==> src/rtl/race_controller.sv <==
// Race sequencer: 3-2-1 countdown, then checkpoint-gated lap detection at the finish line.
// Drives one-cycle start / lap_finished / stop pulses towards the lap timer.
module race_controller #(
  parameter int unsigned TICKS_PER_SEC = 65_000_000,
  parameter int unsigned LAPS          = 3,
  parameter int unsigned FIN_X0        = 100,
  parameter int unsigned FIN_X1        = 140,
  parameter int unsigned FIN_Y0        = 300,
  parameter int unsigned FIN_Y1        = 420,
  parameter int unsigned CP_X0         = 800,
  parameter int unsigned CP_X1         = 840,
  parameter int unsigned CP_Y0         = 300,
  parameter int unsigned CP_Y1         = 420
) (
  input  logic        pclk,
  input  logic        rst,
  input  logic        start_req,
  input  logic        abort,
  input  logic [11:0] car_x,
  input  logic [11:0] car_y,
  output logic        start,
  output logic        lap_finished,
  output logic        stop,
  output logic [1:0]  countdown,
  output logic [3:0]  lap_count,
  output logic        race_active,
  output logic        race_done
);

  localparam int unsigned TickW = (TICKS_PER_SEC > 1) ? $clog2(TICKS_PER_SEC) : 1;
  localparam logic [TickW-1:0] TickLast = TickW'(TICKS_PER_SEC - 1);
  localparam logic [3:0] LapsTarget = 4'(LAPS);

  localparam logic [11:0] FinX0 = 12'(FIN_X0);
  localparam logic [11:0] FinX1 = 12'(FIN_X1);
  localparam logic [11:0] FinY0 = 12'(FIN_Y0);
  localparam logic [11:0] FinY1 = 12'(FIN_Y1);
  localparam logic [11:0] CpX0  = 12'(CP_X0);
  localparam logic [11:0] CpX1  = 12'(CP_X1);
  localparam logic [11:0] CpY0  = 12'(CP_Y0);
  localparam logic [11:0] CpY1  = 12'(CP_Y1);

  typedef enum logic [1:0] {StIdle, StCountdown, StRacing, StFinished} state_e;

  state_e           state_q, state_d;
  logic [1:0]       countdown_q, countdown_d;
  logic [3:0]       lap_count_q, lap_count_d;
  logic [TickW-1:0] tick_q, tick_d;
  logic             cp_seen_q, cp_seen_d;
  logic             in_fin_q;
  logic             start_q, start_d;
  logic             lap_q, lap_d;
  logic             stop_q, stop_d;
  logic             active_q, done_q;

  logic       in_fin, in_cp, fin_entry;
  logic [3:0] lap_inc;

  assign in_fin = (car_x >= FinX0) && (car_x <= FinX1) && (car_y >= FinY0) && (car_y <= FinY1);
  assign in_cp  = (car_x >= CpX0) && (car_x <= CpX1) && (car_y >= CpY0) && (car_y <= CpY1);
  assign fin_entry = in_fin & ~in_fin_q;
  assign lap_inc   = lap_count_q + 4'd1;

  always_comb begin
    state_d     = state_q;
    countdown_d = countdown_q;
    lap_count_d = lap_count_q;
    tick_d      = tick_q;
    cp_seen_d   = cp_seen_q;
    start_d     = 1'b0;
    lap_d       = 1'b0;
    stop_d      = 1'b0;
    unique case (state_q)
      StIdle: begin
        if (start_req) begin
          state_d     = StCountdown;
          countdown_d = 2'd3;
          tick_d      = '0;
        end
      end
      StCountdown: begin
        if (abort) begin
          state_d     = StIdle;
          countdown_d = 2'd0;
          tick_d      = '0;
        end else if (tick_q == TickLast) begin
          tick_d      = '0;
          countdown_d = countdown_q - 2'd1;
          if (countdown_q == 2'd1) begin
            state_d     = StRacing;
            start_d     = 1'b1;
            cp_seen_d   = 1'b0;
            lap_count_d = 4'd0;
          end
        end else begin
          tick_d = tick_q + 1'b1;
        end
      end
      StRacing: begin
        if (abort) begin
          state_d = StIdle;
          stop_d  = 1'b1;
        end else begin
          if (in_cp) cp_seen_d = 1'b1;
          // Lap qualification looks at cp_seen from before this cycle's update.
          if (fin_entry && cp_seen_q) begin
            lap_d       = 1'b1;
            lap_count_d = lap_inc;
            cp_seen_d   = 1'b0;
            if (lap_inc == LapsTarget) begin
              stop_d  = 1'b1;
              state_d = StFinished;
            end
          end
        end
      end
      StFinished: begin
        if (abort) begin
          state_d = StIdle;
        end else if (start_req) begin
          state_d     = StCountdown;
          countdown_d = 2'd3;
          tick_d      = '0;
        end
      end
      default: state_d = StIdle;
    endcase
  end

  always_ff @(posedge pclk) begin
    if (!rst) begin
      state_q     <= StIdle;
      countdown_q <= 2'd0;
      lap_count_q <= 4'd0;
      tick_q      <= '0;
      cp_seen_q   <= 1'b0;
      in_fin_q    <= 1'b1;  // no false entry if the car sits on the line at reset
      start_q     <= 1'b0;
      lap_q       <= 1'b0;
      stop_q      <= 1'b0;
      active_q    <= 1'b0;
      done_q      <= 1'b0;
    end else begin
      state_q     <= state_d;
      countdown_q <= countdown_d;
      lap_count_q <= lap_count_d;
      tick_q      <= tick_d;
      cp_seen_q   <= cp_seen_d;
      in_fin_q    <= in_fin;
      start_q     <= start_d;
      lap_q       <= lap_d;
      stop_q      <= stop_d;
      active_q    <= (state_d == StRacing);
      done_q      <= (state_d == StFinished);
    end
  end

  assign start        = start_q;
  assign lap_finished = lap_q;
  assign stop         = stop_q;
  assign countdown    = countdown_q;
  assign lap_count    = lap_count_q;
  assign race_active  = active_q;
  assign race_done    = done_q;

endmodule

==> config.mk <==
export PLATFORM = sky130hd
export DESIGN_NAME = race_controller
export DESIGN_NICKNAME = d
export VERILOG_FILES = /design/src/rtl/race_controller.sv
export SDC_FILE = /design/constraint.sdc
export NUM_CORES = 1
export LEC_CHECK = 0
export CORE_MARGIN = 2
export CORE_UTILIZATION = 52
export CTS_CLUSTER_SIZE = 25
export DETAILED_ROUTE_END_ITERATION = 16
export GPL_ROUTABILITY_DRIVEN = 0
export PLACE_DENSITY = 0.78
export SYNTH_ARGS = -nofsm -noshare
export SYNTH_HDL_FRONTEND = slang
export SYNTH_SLANG_ARGS = --single-unit
==> constraint.sdc <==
create_clock -name pclk -period 2.5 [get_ports pclk]
set_input_delay 0.375 -clock pclk [delete_from_list [all_inputs] [get_ports pclk]]
set_output_delay 0.375 -clock pclk [all_outputs]
set_load 0.01 [all_outputs]
# Word level (Yosys, flattened, before mapping)
# Index checks and enable logic that the tools add are counted.
# word_totals
register_bits	41
latch_bits	0
ram_bits	0
mem_bits_ro	0
input_bits	28
out_inout_bits	11
n_memories	0
# op_classes
n_addsub	3
n_mul	0
div	0
magnitude_cmp	6
eq_ne	16
shifts	0
mux	37
bitwise_logic	6
reduce_logical	17
# ops
op	n
two-way mux 26 bit	4
case mux 26 bit (3 select lines)	1
adder 26 x 1 -> 26 bit (second input constant)	1
equality test 26 bit (second input constant)	1
two-way mux 2 bit	12
two-way mux 4 bit	5
>= comparator 12 x 10 -> 1 bit (second input constant)	1
>= comparator 12 x 7 -> 1 bit (second input constant)	1
>= comparator 12 x 9 -> 1 bit (second input constant)	1
less-or-equal comparator 12 x 10 -> 1 bit (second input constant)	1
less-or-equal comparator 12 x 8 -> 1 bit (second input constant)	1
less-or-equal comparator 12 x 9 -> 1 bit (second input constant)	1
inequality test 2 bit (second input constant)	6
AND reduction 6 bit	2
two-way mux 1 bit	11
equality test 2 bit (second input constant)	4
case mux 2 bit (4 select lines)	1
case mux 4 bit (2 select lines)	1
logical AND 1 bit	7
inequality test 3 bit (second input constant)	2
case mux 2 bit (3 select lines)	1
inverter 1 bit	5
adder 4 x 1 -> 4 bit (second input constant)	1
equality test 2 x 1 -> 1 bit (second input constant)	2
11 further kinds	12

# Depth between registers and ports, before layout
# Gate-level depths: netlist of run 1.
# depth
ltp_word	10
depth_mapped	9
depth_no_buf	6

# Least setup slack after synthesis of run 1
# OpenSTA, ideal clock, no wires.
# synth_path
kind	reg2reg
from	reg tick_q[7]
to	reg cp_seen_q
setup_ns	0.079
arrival_ns	1.895
slack_ns	0.526
path_stages_with_launch	6
path_buffers	0
synth_period_minus_slack_ns	1.974
path_cell_list	dfxtp_1 or4b_1 nor4_2 nand4_2 a2111o_1 a211oi_2
# synth_between
elab_chain_cells	3
# synth_lines
item	line	rtl
from (decl)	48	logic [TickW-1:0] tick_q, tick_d;
from (signal assigned)	147	tick_q <= tick_d;
equality test 26 bit	86	end else if (tick_q == TickLast) begin
inequality test 2 bit (no source line)	-	
AND reduction 6 bit (no source line)	-	
to (signal assigned)	148	cp_seen_q <= cp_seen_d;
to (decl)	49	logic cp_seen_q, cp_seen_d;
# Every way passes these cells.
# A chain may end at the register's enable or synchronous reset.

# Worst setup path after layout of run 1
# layout_path
from	reg tick_q[9]
to	reg cp_seen_q
# The elaborated chain is that of the path after synthesis.

==> impl_metrics.csv, run 1 <==
group,metric,value,unit
outcome,outcome,"completed",
clocking,ctsResizeCount,0,
clocking,clockBufferDepth,2,
grt,grt_pass1_wl,8.97,mm
grt,grt_antenna_before_repair,0,
clocking,cts_hold_buf,0,
routing,via_per_inst,5.92,
setup_path,reg2reg_depth,5,
power,ir_drop,0.395,mV
routing,drtIter0Drc,134,
timing,timing.final.ws_setup,0.397,ns
power,p_per_area,506,mW/mm^2
timing,fin_crit,2.10,ns
synthesis,synthFlopType,"dfxtp_1",
finish,antenna_cells,0,
place,placed_area,0.00268,sq mm
synthesis,synth_seq_cells,41,
clocking,postCtsSetupBuffers,0,
setup_path,worst-path-max-fanout,7,
synthesis,synth_edf_count,0,
clocking,cts.sinks,41,
synthesis,yosysTopAreaCellShare,36.7,%
hold_path,worstHoldPathType,"flip-flop to flip-flop",
routing,routed_wl,5.25,mm
floorplanning,io_pins,39,
setup_path,worstReg2RegStart,"tick_q[9]",
timing,worst_slew_pin_slew,0.392,ns
place,dp_hpwl,3.98,mm
synthesis,syn_inst,266,
setup_path,r2r_slack,0.40,ns
synthesis,yosysMostFrequentCell,"dfxtp_1",
hold_path,hold_depth,2,
synthesis,ys_types,52,
timing,grt_setup_unrepaired,"false",
synthesis,ys_top_cells_by_count,"dfxtp_1 (41), nor2_1 (28), nand2_1 (19)",
timing,setup_viol,0,
clocking,cts_tree,"built",
synthesis,synthesis.area,0.00224,sq mm
run,max-cap-violations,0,
hold_path,min_from,"cp_seen_q",
synthesis,yosysWarnings,0,
routing,first_pass_iters,4,
timing,fin_crit_sh,84.1,%
grt,grt_overflow,0,
timing,fmax,476,MHz
grt,gr-usage-all-layers,22.6,%
setup_path,critPathLaunchType,"flip-flop",
timing,finClkSkew,0.00740,ns
setup_path,crit_type,"flip-flop to flip-flop",
setup_path,endpoint_kind,"flip-flop",
routing,drcViolationCount,0,
synthesis,synth_area_leaders,"dfxtp_1 (37%), nor2_1 (4.7%), xor2_1 (4.7%)",
finish,layout-drive-gt1-share,8.12,%
floorplanning,rows,23,
finish,syn2layout_area_growth,25.7,%
timing,hold_viol,0,
timing,tns,0,ns
floorplanning,start_util,55.1,%
clocking,cts_root_buffer,"clkbuf_8",
grt,grt_max_degree,27,
setup_path,critPathArrivalTime,2.33,ns
power,totalPowerFinal,1.42,mW
clocking,cts-htree-levels,2,
routing,avgRoutedWirePerCell,14.7,microns
finish,fin_util,69.3,%
power,leakage,0.990,nW
finish,nNetsFinal,339,
clocking,cts_made_buffers,5,
synthesis,syn_nets,298,
routing,vias,2120,
finish,design_area,0.00281,sq mm
place,pre_cts_ws,0.174,ns
hold_path,min_to,"cp_seen_q",
setup_path,critPathLaunch,"tick_q[9]",
floorplanning,die_area,0.00484,sq mm
clocking,clkTransAtPathRegs,0.08,ns
synthesis,synthArstFlopShare,0,%
timing,slew-limit-headroom,73.6,%
synthesis,yosys.area.top_type,"dfxtp_1",
grt,grt_pass1_vias,1920,
routing,drt.antenna.violating_nets,0,
synthesis,syn_area_per_cell,8.41,sq um
synthesis,synth_seq_area_share,36.7,%
timing,slew_violations,0,
floorplanning,core-area,0.00406,sq mm
setup_path,r2r_end,"cp_seen_q",
clocking,clk_latency,0.30,ns
floorplanning,die_x,69.6,microns
setup_path,crit_required,2.73,ns
floorplanning,fp.dieH,69.6,microns
place,numPortBuffers,38,
critical path, cell delays in order (launching register included):
cell,delay [ns]
dfxtp_1,0.45
or4b_1,0.48
nor4_2,0.28
nand4_2,0.17
a2111o_1,0.45
a211oi_2,0.21
worst max-delay path by stage:
stage                    to  slack [ns]  depth (start not counted)
3_3_place_gp   lap_count[1]        0.22                          6
3_5_place_dp   lap_count[1]        0.17                          6
2_1_floorplan     cp_seen_q        0.53                          5
4_1_cts           cp_seen_q        0.40                          5
6_report          cp_seen_q        0.40                          5
5_1_grt          tick_q[25]        0.23                          5
cell usage in the layout (no fill, tap or decap), types with 4 or more instances in the layout:
cell type,netlist,routed
a21oi_1,13,13
and3_1,6,6
buf_4,0,5
clkbuf_8,0,5
clkdlybuf4s50_1,0,38
dfxtp_1,41,41
ha_1,4,4
inv_1,11,11
nand2_1,19,19
nand3_1,11,11
nand4_1,11,11
nor2_1,28,28
nor2b_1,4,4
nor3_1,5,5
nor4_1,5,5
nor4b_1,5,5
o211ai_1,5,5
o21ai_0,6,6
or3_1,7,7
xnor2_1,10,10
xor2_1,12,12
per-layer routing:
metal	global-route usage, %	vias to the layer above	wire length (microns)
met2	37.2	54	2490
met5	0	-	0
met4	9.37	0	123
met1	27.7	1000	2300
li1	-	1055	-
met3	6.54	11	335
report_power, final:
group	total (mW)	switching [mW]	internal, mW
Combinational	0.129	0.0589	0.0701
Sequential	0.668	0.00779	0.660
Clock	0.624	0.228	0.396
Total	1.42	0.295	1.13
registers in the layout, indices dropped and copies added (netlist names):
register,flops
state_q,2
countdown,2
start,1
tick_q,26
race_done,1
lap_finished,1
stop,1
lap_count,4
cp_seen_q,1
in_fin_q,1
race_active,1
layout make-up:
cell class              count  area [sq um]
flip-flops and latches     41           821
well taps                  50          62.6
clock inverters             3          65.1
inverters                  11          41.3
repair buffers             43           418
fillers                   332          1250
multi-input cells         205          1340
clock buffers               5          68.8
logic make-up after synthesis:
family,after synthesis,synth area share (%)
adders and majority gates,4,2.24
xor gates and xnor gates,22,8.61
buffers and inverters,20,3.63
and+or+nand+nor,128,32.6
AOI/OAI and AO/OA,48,14.9
muxes,3,1.34
DFF,41,36.7
per-stage QoR:
step	std cells	hold slack, ns
after floorplan	266	0.440
after global placement	350	0.461
after detailed placement	350	0.467
after CTS	358	0.479
after global routing	358	0.497
final	358	0.477
No activity file was read; power rests on OpenSTA's default activity.
==> run 2: changes to the inputs <==
- clock period: 2.5 -> 2.2 ns (I/O delays scaled with it)
==> impl_metrics.csv, run 2 (synthesized netlist as in run 1, its figures left out) <==
group,metric,value,unit
routing,drt.antenna.violating_nets,0,
grt,gr-usage-all-layers,22.7,%
setup_path,critPathTopFamily,"simple AND/OR/NAND/NOR gates",
routing,avgRoutedWirePerCell,14.4,microns
timing,grt_setup_unrepaired,"false",
timing,worst_slew_pin_slew,0.405,ns
clocking,clk_latency,0.29,ns
timing,slew_violations,0,
setup_path,crit_path_top_delay_cell,"or4b_1",
place,pre_cts_ws,-0.0654,ns
finish,layout_common_cells,"dfxtp_1 (41), clkdlybuf4s50_1 (38), nor2_1 (28)",
routing,vias,2091,
clocking,cts_hold_buf,0,
finish,syn2layout_area_growth,28.2,%
hold_path,worstHoldPathType,"flip-flop to flip-flop",
timing,fmax,489,MHz
clocking,cts_root_buffer,"clkbuf_8",
setup_path,path_cells,"or4b_1, nor4_2, nand4_2, a2111o_1, a211oi_2",
routing,via_per_inst,5.70,
setup_path,critPathLaunchType,"flip-flop",
floorplanning,fp.dieH,69.6,microns
clocking,cts_tree,"built",
setup_path,critPathArrivalTime,2.27,ns
timing,fin_crit,2.04,ns
floorplanning,die_area,0.00484,sq mm
floorplanning,core-area,0.00406,sq mm
clocking,clkTransAtPathRegs,0.08,ns
clocking,ctsResizeCount,0,
run,max-cap-violations,0,
finish,nNetsFinal,349,
grt,grt_pass1_wl,9.00,mm
routing,drtIter0Drc,151,
floorplanning,rows,23,
finish,layout-drive-gt1-share,10.7,%
routing,routed_wl,5.28,mm
setup_path,worst-path-max-fanout,2,
finish,largest_reg_flops,26,
timing,fin_crit_sh,92.9,%
clocking,cts_made_buffers,5,
setup_path,crit_required,2.42,ns
clocking,cts-htree-levels,2,
power,p_per_area,521,mW/mm^2
grt,grt_overflow,0,
floorplanning,die_x,69.6,microns
setup_path,path_buf_inv,0,
finish,fillers,346,
power,leakage,1.03,nW
floorplanning,io_pins,39,
grt,grt_pass1_vias,1992,
finish,final_common_cell,"dfxtp_1",
routing,first_pass_iters,4,
timing,whs,0.498,ns
timing,slew-limit-headroom,72.7,%
timing,tns,0,ns
setup_path,crit_type,"flip-flop to flip-flop",
place,numPortBuffers,38,
power,ir_drop,0.442,mV
finish,largest_register,"tick_q",
grt,grt_max_degree,27,
clocking,postCtsSetupBuffers,0,
outcome,outcome,"completed",
clocking,cts.sinks,41,
grt,grt_antenna_before_repair,0,
timing,finClkSkew,0.00837,ns
setup_path,cp_slowest_stage_delay,0.56,ns
timing,timing.final.ws_setup,0.155,ns
clocking,clockBufferDepth,2,
place,dp_hpwl,4.01,mm
setup_path,endpoint_kind,"flip-flop",
routing,drcViolationCount,0,
floorplanning,start_util,55.1,%
timing,hold_viol,0,
timing,setup_viol,0,
finish,antenna_cells,0,
## run 2: per-layer routing
layer,track usage (%),vias to the layer above,wire (microns)
li1,-,1069,-
met1,29.1,971,2510
met2,37.7,44,2450
met3,5.52,7,250
met4,6.75,0,59
met5,0,-,0
## run 2: stage by stage
stage / cells / total power, mW / util [%] / cell area (sq um)
final: 367 / 1.50 / 70.7 / 2870
after CTS: 367 / 1.51 / 70.7 / 2870
after floorplan: 266 / 0.843 / - / 2240
after global routing: 367 / 1.55 / 70.7 / 2870
after detailed placement: 360 / 0.930 / 68.1 / 2770
after global placement: 360 / 0.928 / 68.1 / 2770
## run 2: path summary, 6_finish.rpt
check                                from        end  slack, ns  depth (start not counted)
worst max register to register  tick_q[7]  cp_seen_q       0.16                          5
worst min register to register  cp_seen_q  cp_seen_q       0.50                          2
worst min-delay path            cp_seen_q  cp_seen_q       0.50                          2
worst max-delay path            tick_q[7]  cp_seen_q       0.16                          5
## run 2: final cells by class
type / count / area [sq um] / share of cell area [%]
multi-input combinational: 205 / 1340 / 46.5
sequential: 41 / 821 / 28.6
timing repair buffer: 53 / 505 / 17.6
clock buffer: 5 / 68.8 / 2.40
tap: 50 / 62.6 / 2.18
inverter: 11 / 41.3 / 1.44
clock inverter: 2 / 35.0 / 1.22
## run 2: worst register-to-register path, cell delays in order, from the launching register on
cell	delay (ns)
dfxtp_1	0.31
or4b_1	0.56
nor4_2	0.27
nand4_2	0.17
a2111o_1	0.46
a211oi_2	0.21
## run 2: power breakdown
| group | total [mW] | internal, mW | switching [mW] |
|---|---|---|---|
| Sequential | 0.759 | 0.750 | 0.00893 |
| Combinational | 0.155 | 0.0867 | 0.0686 |
| Clock | 0.581 | 0.330 | 0.251 |
| Total | 1.50 | 1.17 | 0.329 |
==> run 3: changes to the inputs <==
- CAP_MARGIN: default -> 20
==> results of run 3 <==
No change in the layout: final DEF, timing and power equal those of run 2.
